==> config.mk <==
export PLATFORM = sky130hd
export DESIGN_NAME = jk_reg_bank
export DESIGN_NICKNAME = d
export VERILOG_FILES = /design/src/rtl/jk_reg_bank.sv
export SDC_FILE = /design/constraint.sdc
export NUM_CORES = 1
export LEC_CHECK = 0
export CORE_MARGIN = 5
export CORE_UTILIZATION = 42
export DETAILED_ROUTE_END_ITERATION = 10
export PLACE_DENSITY = 0.86
export SLEW_MARGIN = 20
export SYNTH_ARGS = -nofsm -noshare
export SYNTH_HDL_FRONTEND = slang
export SYNTH_SLANG_ARGS = --single-unit
==> constraint.sdc <==
create_clock -name clk -period 1.53 [get_ports clk]
set_input_delay 0.306 -clock clk [delete_from_list [all_inputs] [get_ports clk]]
set_output_delay 0.306 -clock clk [all_outputs]
set_load 0.03 [all_outputs]
==> src/rtl/jk_reg_bank.sv <==
// jk_reg_bank
//   A bank of WIDTH JK flip-flops that share one clock and one synchronous
//   reset. Besides plain per-bit JK operation the bank offers parallel load,
//   up/down counting and serial shifting. Every mode is implemented by
//   steering the J/K inputs of the same JK cells, so there is only one
//   next-state equation for the whole bank.
//
// Parameters
//   WIDTH      number of JK cells (bits in q)
//   RESET_VAL  value loaded into q by reset
//
// Ports
//   clk    in   1      rising-edge clock
//   reset  in   1      synchronous, active-high reset
//   en     in   1      1 = update on this edge, 0 = hold all state
//   mode   in   2      00 JK, 01 LOAD, 10 COUNT, 11 SHIFT
//   j      in   WIDTH  per-bit J (JK mode); j[0] is the serial input (SHIFT)
//   k      in   WIDTH  per-bit K (JK mode)
//   d      in   WIDTH  parallel load data (LOAD mode)
//   up     in   1      count direction: 1 up, 0 down
//   q      out  WIDTH  register state
//   qn     out  WIDTH  ~q, combinational
//   tc     out  1      terminal count decode of the current q, combinational
//   chg    out  WIDTH  registered per-bit change flags for the last edge

module jk_reg_bank #(
  parameter int               WIDTH     = 8,
  parameter logic [WIDTH-1:0] RESET_VAL = '0
) (
  input  logic             clk,
  input  logic             reset,
  input  logic             en,
  input  logic [1:0]       mode,
  input  logic [WIDTH-1:0] j,
  input  logic [WIDTH-1:0] k,
  input  logic [WIDTH-1:0] d,
  input  logic             up,
  output logic [WIDTH-1:0] q,
  output logic [WIDTH-1:0] qn,
  output logic             tc,
  output logic [WIDTH-1:0] chg
);

  typedef enum logic [1:0] {
    MODE_JK    = 2'b00,
    MODE_LOAD  = 2'b01,
    MODE_COUNT = 2'b10,
    MODE_SHIFT = 2'b11
  } mode_e;

  logic [WIDTH-1:0] j_eff;
  logic [WIDTH-1:0] k_eff;
  logic [WIDTH-1:0] toggle;
  logic [WIDTH-1:0] shift_val;
  logic [WIDTH-1:0] q_next;

  // Every mode is mapped onto the J/K inputs of the cells.
  // LOAD and SHIFT drive J=v, K=~v so each cell is forced to v.
  // COUNT drives J=K=1 on bits whose lower bits are all 1 (up) or all 0
  // (down): a ripple toggle chain in which bit 0 always toggles.
  always_comb begin
    logic run;
    j_eff     = '0;
    k_eff     = '0;
    toggle    = '0;
    shift_val = '0;
    run       = 1'b1;

    for (int i = 0; i < WIDTH; i++) begin
      toggle[i] = run;
      run       = run & (up ? q[i] : ~q[i]);
    end

    // Written as a loop so that WIDTH==1 collapses to q <= j[0].
    shift_val[0] = j[0];
    for (int i = 1; i < WIDTH; i++) begin
      shift_val[i] = q[i-1];
    end

    case (mode_e'(mode))
      MODE_JK: begin
        j_eff = j;
        k_eff = k;
      end
      MODE_LOAD: begin
        j_eff = d;
        k_eff = ~d;
      end
      MODE_COUNT: begin
        j_eff = toggle;
        k_eff = toggle;
      end
      MODE_SHIFT: begin
        j_eff = shift_val;
        k_eff = ~shift_val;
      end
    endcase

    // Characteristic JK equation: set on J, keep unless K.
    q_next = (j_eff & ~q) | (~k_eff & q);
  end

  // State register: reset beats enable, enable beats mode.
  // chg is cleared whenever the bank does not take a new value.
  always_ff @(posedge clk) begin
    if (reset) begin
      q   <= RESET_VAL;
      chg <= '0;
    end else if (!en) begin
      chg <= '0;
    end else begin
      q   <= q_next;
      chg <= q_next ^ q;
    end
  end

  assign qn = ~q;

  // Decode of the current value, i.e. the edge about to wrap.
  assign tc = (mode == MODE_COUNT) & (up ? (&q) : (~|q));

endmodule
== Yosys cells after proc, flatten, opt, wreduce, memory -nomap -nowiden ==
Index checks and enable logic that the tools add are counted.

* Register bits: 16
* Bits in latches: 0
* Bits in writable memories: 0
* Memory bits (read-only): 0
* Input bits: 30
* Word-level logic and storage cells: 43
* Memories: 0

* $add $sub $neg: 0
* Multiply operators: 0
* Div/mod/pow operators: 0
* Magnitude comparators: 0
* Eq/ne operators: 3
* Shifts and indexed selects: 0
* Muxes and demuxes: 10
* Bitwise logic cells: 23
* Reduce and logical (&&, ||, !) cells: 5

{| class="wikitable"
|+ Operators with widths
! kind !! count
|-
| 8-bit case mux with 4 select lines || 2
|-
| 8-bit NOT || 4
|-
| 8-bit AND || 2
|-
| 1-bit two-way mux || 8
|-
| 1-bit NOT || 8
|-
| 8-bit OR || 1
|-
| 8-bit AND reduction || 1
|-
| 8-bit OR reduction || 1
|-
| 8-bit XOR || 1
|-
| 1-bit AND || 7
|-
| 2-bit == test, second input constant || 2
|-
| 2-bit by 1-bit == test with 1-bit output, second input constant || 1
|-
| 2-bit zero test || 1
|-
| 2-bit OR reduction || 1
|-
| 1-bit zero test || 1
|}

== Logic depth before layout (Yosys ltp) ==
Gate-level depths: netlist of run 1.

* Word-level depth: 13
* Gate-level depth with buffers: 7

== Worst setup path before layout of run 1 ==
OpenSTA, ideal clock, no wires.

* Path kind: register to output
* Start point: reg q[3]
* End point: out tc
* Data arrival time: 1.792 ns
* Data required time: 1.224 ns
* Setup slack: -0.568 ns
* Stages on the path, launching flop included: 5
* Path buffers: 1
* Path through: dfxtp_1 > buf_2 > nor4_1 > nand4_1 > a21boi_0

* Longest elaborated chain between the ends: 4
* Elaborated cells between the ends (all ways): 5

{| class="wikitable"
|+ RTL lines
! element !! line !! source
|-
| from (decl) || 38 || <nowiki>output logic [WIDTH-1:0] q,</nowiki>
|-
| from (signal assigned) || 112 || <nowiki>q <= q_next;</nowiki>
|-
| 8-bit OR reduction || 120 || <nowiki>assign tc = (mode == MODE_COUNT) & (up ? (&q) : (~|q));</nowiki>
|-
| 1-bit zero test || 120 ||
|-
| 1-bit two-way mux * || 120 ||
|-
| 1-bit AND * || 120 ||
|-
| to (decl) || 40 || <nowiki>output logic tc,</nowiki>
|}

Mark *: on every way between the ends. The rest lies on a longest branch, timed or not.

== Worst setup path in the final report of run 1 ==
Same ends and word-level chain as after synthesis.

==> metrics.md, run 1 <==
| Metric | Value |
|---|---|
| Worst vdd ir | between 300 and 400 µV |
| FF-to-FF path depth | 7 |
| Synth unique cells | 49 |
| Net Count, Synth | roughly 190 |
| Layout net count | between 200 and 300 |
| Final Skew | approximately 0.0084 ns |
| Placed Cells | 252 |
| Hold buffer count at CTS | 0 |
| Max_cap viols | 0 |
| Setup violators final | 3 |
| Synth Register Bits | 16 |
| Worst path required time | 1.22 ns |
| Drt first-iter violations | between 80 and 90 |
| Area grow syn2layout | 64.8% |
| Grt met1 use | 0.276 |
| Reg2reg start | q[3] |
| GR Util met2 | 0.375 |
| Status | finished, violations left |
| IO Count | 55 |
| Min-Delay Path Class | flop to flop |
| Pwr dens | between 700 and 800 mW/mm² |
| Static Leak | 0.886 nW |
| DR WL/cell | roughly 19 µm |
| Layout cells sized above 1 | 0.298 |
| CP Launch Type | flop |
| Async SR Flop Fraction | 0 |
| Warnings from Yosys | 0 |
| Antenna diodes | 0 |
| Pins over their slew limit | 0 |
| Starting Density | 0.448 |
| Via count | roughly 1600 |
| Final HPWL DP | between 3 and 4 mm |
| Final setup margin | -0.354 ns |
| Final hold slack | 0.556 ns |
| Met3 GRT Util | 0.0397 |
| Avg Cell Area, Syn | 7.90 µm² |
| Vias in the first global route | ~1600 |
| Cts bufs inserted | 3 |
| Critical Path Fanout Max | 7 |
| Num rows | 19 |
| Hold Vio Cnt, Final | 0 |
| Fin cells | about 260 |
| Clock Tree Root | clkbuf_4 |
| RePlAce Congestion | slightly below 1 |
| Largest net degree at the start of global routing | 12 |
| Worst-Margin Slew | about 0.33 ns |
| Top post-synthesis cells by area | dfxtp_1, nand2_1, o21ai_0 |
| Register-to-register setup slack | -0.01 ns |
| Hold Startpoint | q[1] |
| Antenna violations before repair | 0 |
| Vias per inst | ~6.2 |
| Die area | roughly 0.0042 mm² |
| Critical path class | flop to output port |
| Yosys top cell area share | 0.255 |
| Arr. time, crit path | 1.58 ns |
| Synth Flop Type | dfxtp_1 |
| GR peak layer | met2 |
| Reg2reg end | q[5] |
| Gr ovfl total | 0 |
| Clk slew on worst S/H paths | around 0.12 ns |
| # DRC | 0 |
| Final instance area | 0.00207 mm² |
| Die Y | roughly 65 µm |
| WHS Endpoint | chg[1] |
| Die width | between 60 and 70 µm |
| Min Tclk post-route | 1.88 ns |
| TritonRoute pass-1 iters | 4 |
| Final core occ | 0.738 |
| Max clock buf depth | 2 |
| Depth of the worst hold-timing path | 2 |
| Period utilization | 1.23 |
| Core area | approximately 0.0028 mm² |
| CTS tree | built |
| Crit. End Element | output port |
| Worst slew margin | 0.772 |
| Fillers | 210 |
| Post-Synthesis Cells | around 160 |
| Cell Area, Placed | slightly below 0.002 mm² |
| Clock Sinks | 16 |
| Clk_lat worst skew | roughly 0.30 ns |
| RSZ-0062 raised after global routing | yes |
| PortBufs | 54 |
| First-pass GRT wire length | approximately 7.3 mm |
| Dpl ws | -0.460 ns |
| Area leader, netlist | dfxtp_1 |
| GRT Total Usage | 0.217 |
| Part of the Yosys area used for sequential elements | 0.255 |
| Failing checks | negative setup slack |
| Tot Pwr | approximately 1.5 mW |
| WL final | between 4 and 5 mm |
| Post-synth EDFFs | 0 |
| Routed Antenna Nets | 0 |
| Fmax | around 0.53 GHz |
| Synth Cell Area | around 0.0013 mm² |
| H-Tree Depth | 1 |
| TNS Setup | -0.369 ns |
## layout make-up
type | count | area, µm² | area share
multi-input cells | 121 | 923 | 0.446
well taps | 31 | 38.8 | 0.0187
inverters | 10 | 37.5 | 0.0181
clock buffers | 4 | 36.3 | 0.0175
repair buffers | 77 | 688 | 0.332
flip-flops and latches | 16 | 347 | 0.167
## cell families after synthesis
family | synth area share
flip-flops | 0.255
AND/OR/NAND/NOR | 0.256
XOR/XNOR | 0.0139
AO/OA/AOI/OAI | 0.351
buffers and inverters | 0.0926
multiplexers | 0.0319
## Yosys cell counts, drive strengths merged (2+ instances only)
library cell,instances
nor2,10
o21ai,16
and4,3
nor4,3
o31ai,2
buf,11
o211ai,4
nor3,2
and3,2
o2111ai,5
nand2b,6
dfxtp,16
nand3,3
a21oi,6
o2bb2ai,2
nor2b,5
inv,10
mux2i,4
nand4,2
o211a,4
o221ai,6
nand2,19
o21a,2
## worst max-delay path, stage by stage, from the launching register on
cell and delay, ns:
dfxtp_4 0.40, nor4_4 0.32, nand4_1 0.22, a21boi_4 0.19, buf_6 0.15
## flip-flops by register name, indices dropped and copies added (netlist names)
signal,flops
chg,8
q,8
## worst max path at each step
stage / start / to / slack (ns) / depth (start not counted)
6_report: q[3] / tc / -0.35 / 4
5_1_grt: q[3] / tc / -0.43 / 4
4_1_cts: q[3] / tc / -0.26 / 4
3_5_place_dp: up / chg[7] / -0.46 / 7
3_3_place_gp: mode[0] / q[4] / -0.38 / 6
2_1_floorplan: q[3] / tc / -0.05 / 4
## report_power, final
part / switching [mW] / internal, mW / leakage, nW
combinational: 0.353 / 0.291 / 0.729
clock: 0.162 / 0.145 / 0.0210
sequential: 0.0611 / 0.452 / 0.136
## repair_timing
| action | CTS | global route |
|---|---|---|
| setup buffers | 0 | 3 |
| endpoints found under the setup margin | 37 | 14 |
| gates resized for setup | 39 | 27 |
| pin swaps | 1 | 11 |
## per-layer routing
metal | routed length, µm | part of all wire
met2 | 2440 | 0.51
met1 | 1920 | 0.40
met4 | 125 | 0.026
met3 | 321 | 0.067
met5 | 0 | 0
## cells in the final DEF (no fill, tap or decap), drive strengths merged, types with 4 or more instances in the layout
cell type / netlist / routed
clkbuf: 1 / 8
a21oi: 6 / 6
nor2b: 5 / 5
o211ai: 4 / 4
clkdlybuf4s50: 0 / 26
dfxtp: 16 / 16
nand2b: 6 / 6
nand2: 19 / 19
o221ai: 6 / 6
mux2i: 4 / 4
buf: 11 / 26
nor2: 10 / 10
o2111ai: 5 / 5
o21ai: 16 / 16
inv: 10 / 10
o211a: 4 / 4
dlygate4sd2: 0 / 20
(Power assumes the default switching activity.)
==> run 2, diff against run 1 <==
--- a/config.mk
+++ b/config.mk
@@ -7,6 +7,7 @@
 export LEC_CHECK = 0
 export CORE_MARGIN = 5
 export CORE_UTILIZATION = 42
+export CTS_CLUSTER_DIAMETER = 80
 export DETAILED_ROUTE_END_ITERATION = 10
 export PLACE_DENSITY = 0.86
 export SLEW_MARGIN = 20
==> constraint.sdc (replaced) <==
create_clock -name clk -period 1.53 [get_ports clk]
set_input_delay 0.153 -clock clk [delete_from_list [all_inputs] [get_ports clk]]
set_output_delay 0.153 -clock clk [all_outputs]
set_load 0.03 [all_outputs]
==> metrics.md, run 2 (synthesis gave the netlist of run 1 again) <==
| Metric | Value |
|---|---|
| Layout net count | 260 (was 259) |
| Num rows | 19 (unchanged) |
| Drt first-iter violations | 121 (was 86) |
| Layout cells sized above 1 | 0.228 (was 0.298) |
| Cells along the critical path | nor4_4 > nand4_1 > a21boi_4 > buf_6 (unchanged) |
| Routed Antenna Nets | 0 (unchanged) |
| Hold buffer count at CTS | 0 (unchanged) |
| Min-Delay Path Class | flop to flop (unchanged) |
| PortBufs | 54 (unchanged) |
| TritonRoute pass-1 iters | 4 (unchanged) |
| Final setup margin | -0.0688 ns (was -0.354 ns) |
| Die area | 0.00418 mm² (unchanged) |
| Final core occ | 0.724 (was 0.738) |
| Antenna diodes | 0 (unchanged) |
| Vias in the first global route | 1445 (was 1594) |
| Crit. End Element | output port (unchanged) |
| Hold Startpoint | q[7] (was q[1]) |
| Critical path class | flop to output port (unchanged) |
| Status | finished, violations left (unchanged) |
| Period utilization | 1.04 (was 1.23) |
| Commonest non-fill, non-tap cell in the layout | clkdlybuf4s50_1 (unchanged) |
| Area grow syn2layout | 61.8% (was 64.8%) |
| Max stage delay on crit path | 0.38 ns (was 0.40 ns) |
| Largest net degree at the start of global routing | 13 (was 12) |
| Dpl ws | -0.314 ns (was -0.460 ns) |
| Critical Path Source | q[3] (unchanged) |
| RePlAce Congestion | 0.897 (was 0.987) |
| Final hold slack | 0.548 ns (was 0.556 ns) |
| Pwr dens | 662 mW/mm² (was 707 mW/mm²) |
| Clock Tree Root | clkbuf_4 (unchanged) |
| Die Y | 64.7 µm (unchanged) |
| Arr. time, crit path | 1.45 ns (was 1.58 ns) |
| Die width | 64.7 µm (unchanged) |
| Clk slew on worst S/H paths | 0.09 ns (was 0.12 ns) |
| RSZ-0062 raised after global routing | yes (unchanged) |
| DR WL/cell | 16.4 µm (was 18.5 µm) |
| H-Tree Depth | 1 (unchanged) |
| TNS Setup | -0.0688 ns (was -0.369 ns) |
| Core area | 0.00281 mm² (unchanged) |
| Cts bufs inserted | 3 (unchanged) |
| Fin cells | 259 (unchanged) |
| Min Tclk post-route | 1.60 ns (was 1.88 ns) |
| CP Launch Type | flop (unchanged) |
| Final HPWL DP | 3.22 mm (was 3.44 mm) |
| Hold Vio Cnt, Final | 0 (unchanged) |
| Failing checks | negative setup slack (unchanged) |
| Static Leak | 0.862 nW (was 0.886 nW) |
| GRT Total Usage | 0.204 (was 0.217) |
| # DRC | 0 (unchanged) |
| Clk_lat worst skew | 0.28 ns (was 0.30 ns) |
| Critical Path Fanout Max | 7 (unchanged) |
| Vias per inst | 5.89 (was 6.16) |
| Worst vdd ir | 418 µV (was 376 µV) |
| Final Skew | 0.000482 ns (was 0.00840 ns) |
| Cell Area, Placed | 0.00194 mm² (about the same) |
| Via count | 1525 (was 1595) |
| Clock Sinks | 16 (unchanged) |
| Worst-Margin Slew | 0.329 ns (was 0.333 ns) |
| Pins over their slew limit | 0 (unchanged) |
| CTS tree | built (unchanged) |
| Worst path required time | 1.38 ns (was 1.22 ns) |
| First-pass GRT wire length | 6.91 mm (was 7.34 mm) |
| Tot Pwr | 1.35 mW (was 1.46 mW) |
| Starting Density | 0.448 (unchanged) |
| Placed Cells | 252 (unchanged) |
| Worst slew margin | 0.781 (was 0.772) |
| WL final | 4.26 mm (was 4.80 mm) |
| Max clock buf depth | 2 (unchanged) |
| Setup violators final | 1 (was 3) |
| Gr ovfl total | 0 (unchanged) |
| Fmax | 0.625 GHz (was 0.531 GHz) |
| Most frequent cells in the layout | clkdlybuf4s50_1, buf_4, nand2_1 (was clkdlybuf4s50_1, buf_4, dlygate4sd2_1) |
| CP max-delay cell | dfxtp_4 (unchanged) |
| Reg2reg start | q[2] (was q[3]) |
| Final instance area | 0.00203 mm² (was 0.00207 mm²) |
| IO Count | 55 (unchanged) |
| Max_cap viols | 0 (unchanged) |
| Regs by FF count | chg x8, q x8 (unchanged) |
| Antenna violations before repair | 0 (unchanged) |
-- run 2: layer usage --
metal / vias up / share of wire / track usage
met2: 82 / 0.48 / 0.347
li1: 732 / - / -
met1: 707 / 0.42 / 0.269
met3: 4 / 0.086 / 0.0363
met4: 0 / 0.0099 / 0.0449
met5: - / 0 / 0
-- run 2: worst max-delay path, delay by kind of cell (launching register included) --
kind                   cells  cell delay [ns]
buffers and inverters      1             0.15
AND/OR/NAND/NOR            2             0.46
flip-flops                 1             0.38
AO/OA/AOI/OAI              1             0.17
-- run 2: what timing repair did --
item,in CTS,in global routing
setup endpoints to repair,18,11
resized for setup,27,11
buffers inserted,0,4
pin swaps,2,11
-- run 2: power by group --
part / leakage (nW) / total, mW / switching [mW] / internal (mW)
Clock: 0.0138 / 0.223 / 0.131 / 0.0915
Sequential: 0.136 / 0.506 / 0.0540 / 0.452
Combinational: 0.713 / 0.617 / 0.328 / 0.288
-- run 2: cell type report --
class	count	area, µm²
Tap cell	31	38.8
Fill cell	218	773
Multi-Input combinational cell	121	870
Timing Repair Buffer	78	719
Inverter	10	37.5
Sequential cell	16	344
Clock buffer	3	22.5
-- run 2: worst paths after layout --
check | endpoint | slack [ns] | cells after the start
worst min-delay path | chg[7] | 0.55 | 2
worst min register to register | chg[7] | 0.55 | 2
worst max register to register | q[4] | 0.06 | 5
worst max-delay path | tc | -0.07 | 4
==> run 3, diff against run 2 <==
--- a/config.mk
+++ b/config.mk
@@ -5,11 +5,12 @@
 export SDC_FILE = /design/constraint.sdc
 export NUM_CORES = 1
 export LEC_CHECK = 0
+export ABC_AREA = 1
 export CORE_MARGIN = 5
 export CORE_UTILIZATION = 42
 export CTS_CLUSTER_DIAMETER = 80
 export DETAILED_ROUTE_END_ITERATION = 10
-export PLACE_DENSITY = 0.86
+export PLACE_DENSITY = 0.87
 export SLEW_MARGIN = 20
 export SYNTH_ARGS = -nofsm -noshare
 export SYNTH_HDL_FRONTEND = slang
==> metrics.md, run 3 <==
| Metric | Value |
|---|---|
| Multi-input gate area | 759 µm² (was 870 µm²) |
| Largest net degree at the start of global routing | 11 (was 13) |
| RSZ-0062 raised after global routing | yes (unchanged) |
| GRT Total Usage | 0.211 (was 0.204) |
| RePlAce Congestion | 0.970 (was 0.897) |
| Synth Register Bits | 16 (unchanged) |
| Layout net count | 310 (was 260) |
| Most numerous cell in the Yosys netlist | nand2_1 (unchanged) |
| Psw | 523 µW (was 514 µW) |
| Warnings from Yosys | 0 (unchanged) |
| Die Y | 64.1 µm (was 64.7 µm) |
| Antenna violations before repair | 0 (unchanged) |
| Comb power frac | 0.433 (was 0.458) |
| Sequential Power Share | 0.349 (was 0.376) |
| Layout cells sized above 1 | 0.240 (was 0.228) |
| IO Count | 55 (unchanged) |
| Most frequent cells in the layout | nand2_1, clkdlybuf4s50_1, nor2_1, buf_4, a21oi_1 (was clkdlybuf4s50_1, buf_4, nand2_1) |
| CP Launch Type | flop (unchanged) |
| Area leader, netlist | dfxtp_1 (unchanged) |
| Storage cell area | 345 µm² (was 344 µm²) |
| Clock Sinks | 16 (unchanged) |
| Synth Cell Area | 0.00123 mm² (was 0.00126 mm²) |
| Critical Path Fanout Max | 6 (was 7) |
| Max_cap viols | 0 (unchanged) |
| PortBufs | 54 (unchanged) |
| Post-Synthesis Cells | 198 (was 159) |
| Cts bufs inserted | 3 (unchanged) |
| Avg Cell Area, Syn | 6.22 µm² (was 7.90 µm²) |
| Final core occ | 0.741 (was 0.724) |
| Critical path class | flop to output port (unchanged) |
| Tot Pwr | 1.39 mW (was 1.35 mW) |
| Vias in the first global route | 1578 (was 1445) |
| Area grow syn2layout | 67.5% (was 61.8%) |
| Num rows | 19 (unchanged) |
| # DRC | 0 (unchanged) |
| Routed Antenna Nets | 0 (unchanged) |
| Worst path required time | 1.38 ns (about the same) |
| Worst-Margin Slew | 0.332 ns (was 0.329 ns) |
| Regs by FF count | chg x8, q x8 (unchanged) |
| Synth Flop Type | dfxtp_1 (unchanged) |
| Clk slew on worst S/H paths | 0.10 ns (was 0.09 ns) |
| Worst vdd ir | 603 µV (was 418 µV) |
| Starting Density | 0.443 (was 0.448) |
| Vias per inst | 5.32 (was 5.89) |
| Min-Delay Path Class | input pin to flop (was flop to flop) |
| Gr ovfl total | 0 (unchanged) |
| Worst slew margin | 0.778 (was 0.781) |
| Die width | 64.1 µm (was 64.7 µm) |
| Static Leak | 0.963 nW (was 0.862 nW) |
| Yosys top cell area share | 0.260 (was 0.255) |
| Dpl ws | -0.181 ns (was -0.314 ns) |
| Synth cell count leaders | nand2_1, nor2_1, inv_1, a21oi_1, dfxtp_1 (was nand2_1, dfxtp_1, o21ai_0, inv_1, nor2_1) |
| TritonRoute pass-1 iters | 5 (was 4) |
| Commonest non-fill, non-tap cell in the layout | nand2_1 (was clkdlybuf4s50_1) |
| Core area | 0.00278 mm² (was 0.00281 mm²) |
| Pins over their slew limit | 0 (unchanged) |
| Clk_lat worst skew | 0.30 ns (was 0.28 ns) |
| Status | finished, final reports clean (was finished, violations left) |
| Max clock buf depth | 2 (unchanged) |
| Crit. End Element | output port (unchanged) |
| Internal | 862 µW (was 832 µW) |
| Arr. time, crit path | 1.35 ns (was 1.45 ns) |
| Top post-synthesis cells by area | dfxtp_1, nand2_1, nor2_1 (was dfxtp_1, nand2_1, o21ai_0) |
| Period utilization | 0.982 (was 1.04) |
| Final setup margin | 0.0274 ns (was -0.0688 ns) |
| First-pass GRT wire length | 7.06 mm (was 6.91 mm) |
| CTS tree | built (unchanged) |
| Die area | 0.00411 mm² (was 0.00418 mm²) |
| Pwr dens | 672 mW/mm² (was 662 mW/mm²) |
| Part of the Yosys area used for sequential elements | 0.260 (was 0.255) |
| Drt first-iter violations | 96 (was 121) |
| Fillers | 213 (was 218) |
| Final instance area | 0.00206 mm² (was 0.00203 mm²) |
| Final HPWL DP | 3.37 mm (was 3.22 mm) |
| Fmax | 0.666 GHz (was 0.625 GHz) |
| Antenna diodes | 0 (unchanged) |
| Placed Cells | 300 (was 252) |
| Async SR Flop Fraction | 0 (unchanged) |
| WL final | 4.44 mm (was 4.26 mm) |
| Fin cells | 310 (was 259) |
| Setup violators final | 0 (was 1) |
| Synth unique cells | 28 (was 49) |
| Net Count, Synth | 228 (was 189) |
| Final Skew | 0.00122 ns (was 0.000482 ns) |
| Via count | 1648 (was 1525) |
| Cell Area, Placed | 0.00195 mm² (was 0.00194 mm²) |
| Min Tclk post-route | 1.50 ns (was 1.60 ns) |
| Clock Tree Root | clkbuf_4 (unchanged) |
| H-Tree Depth | 1 (unchanged) |
| Clock power share | 0.218 (was 0.166) |
| Switching Share | 0.378 (was 0.382) |
| Hold Vio Cnt, Final | 0 (unchanged) |
| Post-synth EDFFs | 0 (unchanged) |
| DR WL/cell | 14.3 µm (was 16.4 µm) |
==> run 3: final cells by class <==
cell class,count,share of cell area
clock buffers,4,0.0176
inverters,26,0.0540
multi-input cells,149,0.368
flip-flops and latches,16,0.167
well taps,31,0.0188
repair buffers,84,0.374
==> run 3: power by group through the flow <==
stage	Sequential (mW)	Clock, mW	Combinational, mW
2_1_floorplan	0.535	0	0.271
4_1_cts	0.481	0.306	0.575
3_5_place_dp	0.489	0	0.588
5_1_grt	0.488	0.324	0.649
6_report	0.484	0.302	0.599
3_3_place_gp	0.488	0	0.584
==> run 3: kinds of logic after synthesis <==
logic type / after synthesis / synth area share
simple gates: 99 / 0.365
flops: 16 / 0.260
xor+xnor: 3 / 0.0213
compound gates: 47 / 0.220
buf+inv: 33 / 0.134
==> run 3: through the flow <==
stage / hold slack (ns) / setup TNS (ns)
floorplan: 0.222 / 0
global placement: 0.540 / -1.59
detailed placement: 0.538 / -1.94
CTS: 0.528 / -0.0446
global route: 0.570 / -0.0484
finish: 0.537 / 0
==> run 3: per-layer routing <==
layer | global-route usage | up-vias | routed length (µm) | part of all wire
li1 | - | 817 | - | -
met1 | 0.252 | 734 | 1770 | 0.40
met2 | 0.359 | 86 | 2190 | 0.49
met3 | 0.0613 | 11 | 406 | 0.091
met4 | 0.0763 | 0 | 74 | 0.017
met5 | 0 | - | 0 | 0
==> run 3: worst max-delay path: stages, from the launching register on <==
cell	delay [ns]
dfxtp_4	0.38
nor2_4	0.12
nand3_2	0.06
o21ai_1	0.14
o2111a_2	0.21
buf_6	0.13
==> run 3: worst paths after layout <==
kind	startpoint	slack, ns	endpoint	cells after the start
worst max-delay path	q[0]	0.03	tc	5
worst min-delay path	k[1]	0.54	chg[1]	3
worst max register to register	q[3]	0.12	q[7]	11
worst min register to register	q[4]	0.57	chg[4]	2
==> run 3: repair_timing <==
action	CTS	global route
setup endpoints to repair	17	3
pin swaps	1	4
gates resized for setup	26	19
buffers inserted	2	5
hold buffers	0	0
==> variant 1, RTL diff (flow settings as in run 1) <==
Put a register stage on the outputs `qn` and `tc`, cleared by the reset. The values now appear one clock later. The other outputs are not delayed to match. Comments in the files are not updated.
--- a/src/rtl/jk_reg_bank.sv
+++ b/src/rtl/jk_reg_bank.sv
@@ -116,6 +116,13 @@
 
-  assign qn = ~q;
 
   // Decode of the current value, i.e. the edge about to wrap.
-  assign tc = (mode == MODE_COUNT) & (up ? (&q) : (~|q));
+  always_ff @(posedge clk) begin
+    if (reset) begin
+      qn <= '0;
+      tc <= '0;
+    end else begin
+      qn <= ~q;
+      tc <= (mode == MODE_COUNT) & (up ? (&q) : (~|q));
+    end
+  end
 
Check against the original RTL: not equivalent (a bounded check fails within 4 cycles, from zero or initial values and one cycle with reset high).
==> variant 1 against run 1 <==
  * The flow still finishes with violations (setup timing)
  * Sequential cell count grew 9
  * Wire length up 2.6%
  * Sequential power rose by 42%
  * Worst hold slack improved by 0.043 ns
  * Setup slack better by 0.10 ns
  * Synthesized area increased by 10%
  * Power is 19% higher
  * Design area increased by 13%
  * Global-route usage increased by 0.95 points
  * Critical endpoint is now q[4]$_SDFFE_PP0P_
  * Largest cell class is now buffers
==> variant 1: results (changes against run 1) <==
----------------------------------------------------
[Finish]
  Layout Nets ... 301 (was 259)
  Biggest regs ... chg x8, q x8, qn x8 (was chg x8, q x8)
  Share of cells above drive strength 1 ... 29.26% (was 29.82%)
  Fill count ... 241 (was 210)

[CTS]
  Clock-pin slew on the worst setup and hold paths ... 0.16 ns (was 0.12 ns)
  Clk Latency, worst-skew pair ... 0.34 ns (was 0.30 ns)

[Critical path]
  Slowest CP cell ... sky130_fd_sc_hd__or4_4 (was sky130_fd_sc_hd__dfxtp_4)
  Largest stage delay, worst path ... 0.57 ns (was 0.40 ns)
  Data arrival at the endpoint of the critical path ... 2.00 ns (was 1.58 ns)
  Critical Path Fanout Max ... 3 (was 7)
  Start of the worst register-to-register path ... q[2]$_SDFFE_PP0P_ (was q[3]$_SDFFE_PP0P_)
  Critical path class ... flip-flop to flip-flop (was flip-flop to output pin)

[Synthesis]
  Portion of the post-synthesis area used by sequential elements ... 36.20% (was 25.50%)
  Synth Net Count ... 212 (was 189)
  Mean instance size in the synthesized netlist ... 7.597 um^2 (was 7.901 um^2)
  Ranking of synthesized cells by instance count ... sky130_fd_sc_hd__dfxtp_1 (25), sky130_fd_sc_hd__nand2_1 (24), sky130_fd_sc_hd__nor2_1 (23) (was sky130_fd_sc_hd__nand2_1 (19), sky130_fd_sc_hd__dfxtp_1 (16), sky130_fd_sc_hd__o21ai_0 (11))
  Number of distinct library cell variants in the gate-level netlist after synthesis ... 47 (was 49)

[Drt]
  Length of routed met2 wiring ... 2365 um (was 2435 um)
  Routed Wire Length ... 4928 um (was 4801 um)
  Detailed Route Iter0 Violations ... 144 (was 86)
  Met3 routed WL ... 433 um (was 321 um)
  Final routed wire length divided by cell count ... 15.69 um (was 18.54 um)

[Status]
  Status ... complete, but fails checks (unchanged)
  Violated checks ... setup timing (unchanged)

[Placed design]
  Placer congestion estimate ... 0.9363 (was 0.9870)
  Worst setup slack before clock tree synthesis ... -0.6599 ns (was -0.4602 ns)
  Detailed placer's ending HPWL ... 3639 um (was 3441 um)

[Power and ir drop]
  Fraction of power spent switching nets ... 35.40% (was 39.31%)
  Leakage ... 0.001046 uW (was 0.0008862 uW)
  Maximum vdd ir drop ... 0.4449 mV (was 0.3763 mV)

[GRT]
  Total GRT Usage ... 22.69% (was 21.73%)
  Maximum number of pins on one net before global-route repair ... 16 (was 12)
  First-pass GRT wire length ... 7769 um (was 7341 um)

[Timing]
  Relative max-transition margin ... 77.56% (was 77.17%)
  Worst setup margin ... -0.2509 ns (was -0.3539 ns)
  Largest clock skew in the final design ... 0.01934 ns (was 0.008400 ns)
  Final setup viols ... 10 (was 3)

[Min path]
  Startpoint of the tightest hold check path ... q[4]$_SDFFE_PP0P_ (was q[1]$_SDFFE_PP0P_)

----------------------------------------------------
## variant 1: cell count changes in the layout (fill, tap and decap cells not counted), moves of 5 or more
cell and delta:
sky130_fd_sc_hd__a21oi_1 +5, sky130_fd_sc_hd__dfxtp_1 +11, sky130_fd_sc_hd__buf_4 +25, sky130_fd_sc_hd__nor2_1 +15, sky130_fd_sc_hd__inv_1 -7
## variant 1: final cells by class
type | instances | area, um^2 | area share (%)
timing repair buffer | 99 | 859.6 | 36.72
multi-input combinational | 137 | 857.1 | 36.61
sequential | 25 | 516.7 | 22.07
tap | 44 | 55.05 | 2.352
clock buffer | 3 | 22.52 | 0.9621
inverter | 5 | 22.52 | 0.9621
clock inverter | 1 | 7.507 | 0.3207
## variant 1: power by group through the flow
stage | logic (uW) | registers [uW] | clock network, uW
floorplan | 246 | 850 | 0
global placement | 653 | 741 | 0
detailed placement | 664 | 743 | 0
CTS | 650 | 726 | 316
global route | 738 | 736 | 355
finish | 694 | 729 | 319
## variant 1: critical path: cells and delay by family (launching register included)
family	cells	cell delay (ns)
AND/OR/NAND/NOR	3	1.15
flip-flops	1	0.37
AO/OA/AOI/OAI	2	0.15
## variant 1: logic make-up after synthesis
family,synth area share [%]
flip-flops,36.20
buffers and inverters,6.334
multiplexers,2.172
AND/OR/NAND/NOR,28.33
AO/OA/AOI/OAI,26.34
XOR/XNOR,0.6336
## variant 1: metal layers
metal  global-route usage, %  vias up
li1                        -      839
met1                   28.99      799
met2                   37.55       85
met3                   4.659       11
met4                   8.354        0
met5                       0        -
## variant 1: final timing paths
check / endpoint / slack, ns / cells after the start
hold / removal: qn[4]$_SDFF_PP0_ / 0.60 / 2
setup reg to reg: q[4]$_SDFFE_PP0P_ / -0.25 / 5
hold reg to reg: qn[4]$_SDFF_PP0_ / 0.60 / 2
setup / recovery: q[4]$_SDFFE_PP0P_ / -0.25 / 5
## variant 1: what timing repair did
action	CTS	global route
setup buffers	2	6
setup endpoints to repair	36	14
pin swaps	6	8
resized for setup	40	14
## variant 1: per-stage QoR
step                      utilization, %  instance area, um^2
after global routing               75.44                 2341
after CTS                          73.15                 2270
after detailed placement           71.69                 2225
after global placement             71.69                 2225
after floorplan                        -                 1436
final                              75.44                 2341
==> variant 2, RTL diff (flow settings as in run 1) <==
Without the edit above. `WIDTH`: 8 -> 7.
--- a/src/rtl/jk_reg_bank.sv
+++ b/src/rtl/jk_reg_bank.sv
@@ -26,3 +26,3 @@
 module jk_reg_bank #(
-  parameter int               WIDTH     = 8,
+  parameter int               WIDTH     = 7,
   parameter logic [WIDTH-1:0] RESET_VAL = '0
Ports: changed (6 resized); port bits go from 55 to 49. No check against the original RTL was run, so the function may have changed too.
==> variant 2 against run 1 <==
  * The run still ends with setup timing left
  * Synthesized area decreased by 16%
  * Clock power decreased by 21%
  * Power decreased by 13%
  * Final cell count decreased by 4.2%
  * Critical path depth increased by 2
  * Sequential cell count decreased by 2
  * Setup slack improved by 0.11 ns
  * Wire length decreased by 0.75%
  * Synthesized cell count decreased by 8.8%
  * Non-clock buffer count increased by 5
  * Sequential power decreased by 19%
  * Utilization increased by 3.8 points
  * Die area decreased by 14%
  * Design area decreased by 8.8%
  * Critical path type unchanged
  * Largest cell class unchanged
==> variant 2: results (changes against run 1) <==
----------------------------------------------------
[CTS]
  Buffers inserted during post-CTS setup optimization ... 4 (was 0)
  Count of instances resized after the clock tree is built ... 44 (was 39)

[Timing]
  Worst Hold Slack ... 0.5934 ns (was 0.5560 ns)
  Relative max-transition margin ... 75.91% (was 77.17%)
  Final setup viols ... 9 (was 3)
  Worst setup margin ... -0.2458 ns (was -0.3539 ns)
  Setup tns final ... -1.718 ns (was -0.3689 ns)

[Finish]
  Biggest regs ... chg x7, q x7 (was chg x8, q x8)
  Layout Nets ... 246 (was 259)

[Status]
  Status ... complete, but fails checks (unchanged)
  Violated checks ... setup timing (unchanged)

[Critical path]
  Data arrival at the endpoint of the critical path ... 1.47 ns (was 1.58 ns)
  Depth of the most critical reg-to-reg path ... 6 (was 7)

[Placed design]
  Detailed placer's ending HPWL ... 3155 um (was 3441 um)
  Count of input and output buffers ... 48 (was 54)
  Placer congestion estimate ... 0.9484 (was 0.9870)

[GRT]
  GR Util met1 ... 34.24% (was 27.62%)
  Met2 track demand over resource in global routing ... 41.98% (was 37.50%)

[Drt]
  Routed length on met1 ... 1807 um (was 1919 um)
  First-pass detailed-route iteration total ... 5 (was 4)
  Met3 routed WL ... 453 um (was 321 um)
  Final routed wire length divided by cell count ... 19.21 um (was 18.54 um)
  Routed Wire Length ... 4765 um (was 4801 um)

[Power and ir drop]
  Fraction of power spent switching nets ... 39.80% (was 39.31%)

[Synthesis]
  Synth top area cells ... sky130_fd_sc_hd__dfxtp_1 (27%), sky130_fd_sc_hd__o21ai_0 (6.2%), sky130_fd_sc_hd__nor2_1 (5.7%) (was sky130_fd_sc_hd__dfxtp_1 (25%), sky130_fd_sc_hd__nand2_1 (5.7%), sky130_fd_sc_hd__o21ai_0 (4.4%))

----------------------------------------------------
variant 2: cell types whose count changed after synthesis, moves of 3 or more:
cell / change
sky130_fd_sc_hd__nand2_1: -9
sky130_fd_sc_hd__clkbuf_1: +6
sky130_fd_sc_hd__nor2_1: +6
sky130_fd_sc_hd__a21oi_1: +5
sky130_fd_sc_hd__o2111ai_1: -5
sky130_fd_sc_hd__nor2b_1: -4
sky130_fd_sc_hd__a211oi_1: +3
sky130_fd_sc_hd__buf_6: -3
sky130_fd_sc_hd__nand2b_1: -3
variant 2: cells by family after synthesis:
family	after synthesis	share of synthesized area, %
buffers and inverters	24	9.762
muxes	3	2.857
xor gates and xnor gates	2	1.667
and+or+nand+nor	49	23.33
AOI/OAI and AO/OA	53	35.72
DFF	14	26.67
variant 2: final cells by class:
class,instances,area (um^2)
fill,166,544.3
inverter,11,43.79
sequential,14,294.0
timing repair buffer,82,725.7
tap,30,37.54
clock buffer,4,26.28
multi-input combinational,107,760.7
